**src/rtl/stopwatch_pkg.sv**
```systemverilog
// Shared types and limits for the stopwatch timekeeping core.
package stopwatch_pkg;

  localparam int unsigned DIGIT_W  = 5;
  localparam int unsigned ONES_MAX = 9;
  localparam int unsigned TENS_MAX = 5;

  typedef enum logic [1:0] {
    ST_RUN    = 2'd0,
    ST_PAUSE  = 2'd1,
    ST_ADJUST = 2'd2
  } state_t;

endpackage

```
**src/rtl/bcd_mod60.sv**
```systemverilog
// Two-digit BCD field counting 00..MAX_VAL; carry_out flags the wrap in the same cycle.
module bcd_mod60
  import stopwatch_pkg::*;
#(
  parameter int unsigned W       = stopwatch_pkg::DIGIT_W,
  parameter int unsigned MAX_VAL = 59
) (
  input  logic         clk,
  input  logic         rst_n,
  input  logic         inc,
  input  logic         clear,
  output logic [W-1:0] tens,
  output logic [W-1:0] ones,
  output logic         carry_out
);

  localparam int unsigned TENS_TOP = MAX_VAL / 10;
  localparam int unsigned ONES_TOP = MAX_VAL % 10;

  logic at_top;

  assign at_top    = (tens == W'(TENS_TOP)) && (ones == W'(ONES_TOP));
  assign carry_out = inc && at_top;

  always_ff @(posedge clk or negedge rst_n) begin
    if (!rst_n) begin
      tens <= '0;
      ones <= '0;
    end else if (clear) begin
      tens <= '0;
      ones <= '0;
    end else if (inc) begin
      if (at_top) begin
        tens <= '0;
        ones <= '0;
      end else if (ones == W'(ONES_MAX)) begin
        ones <= '0;
        tens <= tens + W'(1);
      end else begin
        ones <= ones + W'(1);
      end
    end
  end

endmodule

```
**src/rtl/stopwatch_counter.sv**
```systemverilog
// MM:SS stopwatch core: run/pause/adjust FSM steering increments into two BCD mod-60 fields.
module stopwatch_counter
  import stopwatch_pkg::*;
#(
  parameter int unsigned DIGIT_W = stopwatch_pkg::DIGIT_W,
  parameter int unsigned MAX_VAL = 59
) (
  input  logic               clk,
  input  logic               btn_reset,
  input  logic               tick_1hz,
  input  logic               tick_adj,
  input  logic               btn_pause,
  input  logic               adj,
  input  logic [2:0]         adj_sel,
  output logic [DIGIT_W-1:0] min_l,
  output logic [DIGIT_W-1:0] min_r,
  output logic [DIGIT_W-1:0] sec_l,
  output logic [DIGIT_W-1:0] sec_r,
  output logic               running
);

  state_t state_q;
  state_t state_d;
  logic   sec_inc;
  logic   min_inc;
  logic   sec_carry;
  logic   min_carry;
  logic   unused_sel;

  assign unused_sel = ^adj_sel[2:1];

  always_ff @(posedge clk or negedge btn_reset) begin
    if (!btn_reset) begin
      state_q <= ST_PAUSE;
      running <= 1'b0;
    end else begin
      state_q <= state_d;
      running <= (state_d == ST_RUN);
    end
  end

  // Adjust wins over pause; ticks are qualified by the current state, not the next.
  always_comb begin
    state_d = state_q;
    sec_inc = 1'b0;
    min_inc = 1'b0;
    case (state_q)
      ST_RUN: begin
        sec_inc = tick_1hz;
        min_inc = sec_carry;
        if (btn_pause) state_d = ST_PAUSE;
      end
      ST_PAUSE: begin
        if (btn_pause) state_d = ST_RUN;
      end
      ST_ADJUST: begin
        sec_inc = tick_adj && !adj_sel[0];
        min_inc = tick_adj && adj_sel[0];
        state_d = ST_PAUSE;
      end
      default: state_d = ST_PAUSE;
    endcase
    if (adj) state_d = ST_ADJUST;
  end

  bcd_mod60 #(.W(DIGIT_W), .MAX_VAL(MAX_VAL)) u_sec (
    .clk       (clk),
    .rst_n     (btn_reset),
    .inc       (sec_inc),
    .clear     (1'b0),
    .tens      (sec_l),
    .ones      (sec_r),
    .carry_out (sec_carry)
  );

  // Minute wrap at 59:59 is silent; its carry is intentionally dropped.
  bcd_mod60 #(.W(DIGIT_W), .MAX_VAL(MAX_VAL)) u_min (
    .clk       (clk),
    .rst_n     (btn_reset),
    .inc       (min_inc),
    .clear     (1'b0),
    .tens      (min_l),
    .ones      (min_r),
    .carry_out (min_carry)
  );

  logic unused_carry;
  assign unused_carry = min_carry;

endmodule

```
**config.mk**
```make
export PLATFORM = sky130hd
export DESIGN_NAME = stopwatch_counter
export DESIGN_NICKNAME = d
export VERILOG_FILES = /design/src/rtl/stopwatch_pkg.sv /design/src/rtl/bcd_mod60.sv /design/src/rtl/stopwatch_counter.sv
export SDC_FILE = /design/constraint.sdc
export NUM_CORES = 1
export LEC_CHECK = 0
export CAP_MARGIN = 20
export CELL_PAD_IN_SITES_DETAIL_PLACEMENT = 0
export CELL_PAD_IN_SITES_GLOBAL_PLACEMENT = 1
export CORE_ASPECT_RATIO = 0.7
export CORE_UTILIZATION = 39
export CTS_CLUSTER_SIZE = 25
export DETAILED_ROUTE_END_ITERATION = 7
export PLACE_DENSITY = 0.88
export REMOVE_ABC_BUFFERS = 1
export SYNTH_ARGS = -nofsm -noshare
export SYNTH_HDL_FRONTEND = slang
export SYNTH_HIERARCHICAL = 1
export SYNTH_SLANG_ARGS = --single-unit
export TNS_END_PERCENT = 1
```
**constraint.sdc**
```tcl
create_clock -name clk -period 5.9 [get_ports clk]
set_input_delay 0.59 -clock clk [delete_from_list [all_inputs] [get_ports clk]]
set_output_delay 0.59 -clock clk [all_outputs]
set_load 0.01 [all_outputs]
```
==> flow_metrics.py <==
metrics = {
    "clocking": {
        "path_clk_slew_ns": 0.09,
        "cts_max_path_buffers": 2,
        "cts-resized-gates": 0,
        "cts_setup_buffers": 0,
        "cts_tree": "done",
        "clock_latency_ns": 0.27,
        "htree_levels": 1,
        "hold_buffers": 0,
        "clock-sinks": 23,
        "cts_buffers": 3,
        "root_buffer": "clkbuf_8",
    },
    "placement": {
        "gp_congestion": 0.789,
        "hpwl_um": 2130,
        "place_ws_ns": 1.98,
        "dp.cells": 219,
        "numPortBuffers": 27,
    },
    "critical_path": {
        "cp_max_fo": 10,
        "worstPathCellList": "clkdlybuf4s50_1, nand3b_1, a21oi_1, nand3b_4, nor3_1, nand2b_1, a21oi_1, nand3b_4, nor4_1, mux2_2",
        "endpoint_kind": "register",
        "worstPathArrival_ns": 3.80,
        "worst_path_max_delay_cell": "a21oi_1",
        "cp.required_ns": 6.06,
        "worstSetupPathType": "input pin to register",
        "cp_num_buf_inv": 1,
        "start_kind": "input pin",
        "slowest_delay_ns": 0.64,
        "reg2reg_depth": 9,
        "path_delay_family": "compound AO/OA/AOI/OAI gates",
        "cp_num_cells": 10,
    },
    "sta": {
        "setup_viol_count_final": 0,
        "slew_headroom": 0.454,
        "post-route-period-util": 0.617,
        "fin_crit_ns": 3.64,
        "hold_viol_final": 0,
        "rsz0062_at_grt": "no",
        "setup_tns_ns": 0,
        "hold_ws_ns": 0.549,
        "setup_ws_ns": 2.26,
        "max_freq_ghz": 0.275,
        "slew_violations": 0,
        "skew_ns": 0.00466,
        "worst_pin_slew_ns": 0.819,
    },
    "route": {
        "drtIter0Drc": 72,
        "vias": 1168,
        "drc": 0,
        "post_drt_wl_per_cell_um": 13.8,
        "antenna_left": 0,
        "viasPerCell": 5.21,
        "first_pass_iters": 4,
        "finalWirelength_um": 3100,
    },
    "floorplanning": {
        "fp.dieH_um": 52.7,
        "initial_utilization": 0.408,
        "die_x_um": 74.4,
        "die-area_um2": 3920,
        "fp-row-count": 18,
        "io_pins": 30,
        "coreArea_um2": 3510,
    },
    "power": {
        "peakVddDrop_mv": 0.117,
        "power_density_nw_per_um2": 167,
        "p_leak_nw": 0.760,
        "p_total_uw": 304,
    },
    "synth": {
        "avgSynthCellArea_um2": 9.95,
        "syn_inst": 144,
        "yosys_warnings": 6,
        "syn_area_um2": 1430,
    },
    "global_route": {
        "antenna_found_initial": 0,
        "grt.overflow.total": 0,
        "grt_pass1_vias": 1091,
        "grt_pass1_wl_um": 4950,
        "grt_start_max_net_pins": 24,
        "grt_usage": 0.171,
    },
    "finish": {
        "diodes": 0,
        "drive_gt1_frac": 0.0862,
        "syn2layout_area_growth_pct": 26.6,
        "final_nets": 192,
        "instances_no_fill": 224,
    },
    "run_status": {
        "status": "completed",
    },
    "worst_hold_path": {
        "hold_path_class": "register to register",
        "whs_path_depth": 1,
    },
    "run": {
        "maxCapViolations": 0,
    },
}
==> cell type report <==
class	instances	area (µm²)
fill	325	1700
tap	50	62.6
clock inverter	1	5.00
clock buffer	3	41.3
inverter	7	26.3
timing repair buffer	28	298
multi-input combinational	112	805
sequential	23	577
==> registers in the layout, summed over array words and instances, names as in the netlist <==
signal and count:
running 1, state_q 2, u_min/ones 5, u_min/tens 5
u_sec/ones 5, u_sec/tens 5
==> placed cells by master, fill, tap and decap left out, types with 3 or more instances in the layout <==
master           instances
nand3b_1                 5
mux2_2                   4
o21ai_0                  8
conb_1                   6
nand3_1                  7
ha_1                     8
nand2b_1                10
clkdlybuf4s50_1         27
a21oi_1                 15
clkbuf_8                 3
nand4bb_1                4
nor2b_1                  4
inv_1                    7
nor3_1                   3
dfrtp_1                 22
nand2_1                  4
nand4_1                  4
nor2_1                   6
or4b_1                   4
==> layer usage <==
layer	global-route usage	wire length [µm]	up-vias
met4	0.0597	61	0
met1	0.221	1480	552
li1	-	-	572
met5	0	0	-
met2	0.276	1440	36
met3	0.0462	126	8
==> stage by stage <==
step	util	instance area (µm²)
detailed placement	0.495	1740
global placement	0.495	1740
CTS	0.509	1790
floorplan	-	1410
finish	0.516	1810
global route	0.516	1810
==> worst paths after layout <==
| check | slack [ns] | to | startpoint |
|---|---|---|---|
| min reg2reg | 0.55 | running | state_q[1] |
| min | 0.55 | running | state_q[1] |
| max reg2reg | 2.63 | u_min/tens[4] | state_q[1] |
| min in group asynchronous | 0.58 | u_min/tens[0] | btn_reset |
| max in group asynchronous | 4.84 | state_q[0] | btn_reset |
| max | 2.26 | u_min/tens[4] | adj_sel[0] |
==> worst reg2reg max path, stage by stage, from the launching register on <==
cell and delay (ns):
dfrtp_1 0.45, nand2b_1 0.17, a21oi_1 0.61, nand3b_4 0.20, nor3_1 0.18, nand2b_1 0.07
a21oi_1 0.64, nand3b_4 0.19, nor4_1 0.30, mux2_2 0.37
==> report_power, final <==
group          switching, mW  total (mW)  internal [mW]
Sequential           0.00602       0.168          0.162
Clock                 0.0522      0.0994         0.0472
Combinational         0.0185      0.0367         0.0182
(Power assumes the default switching activity.)
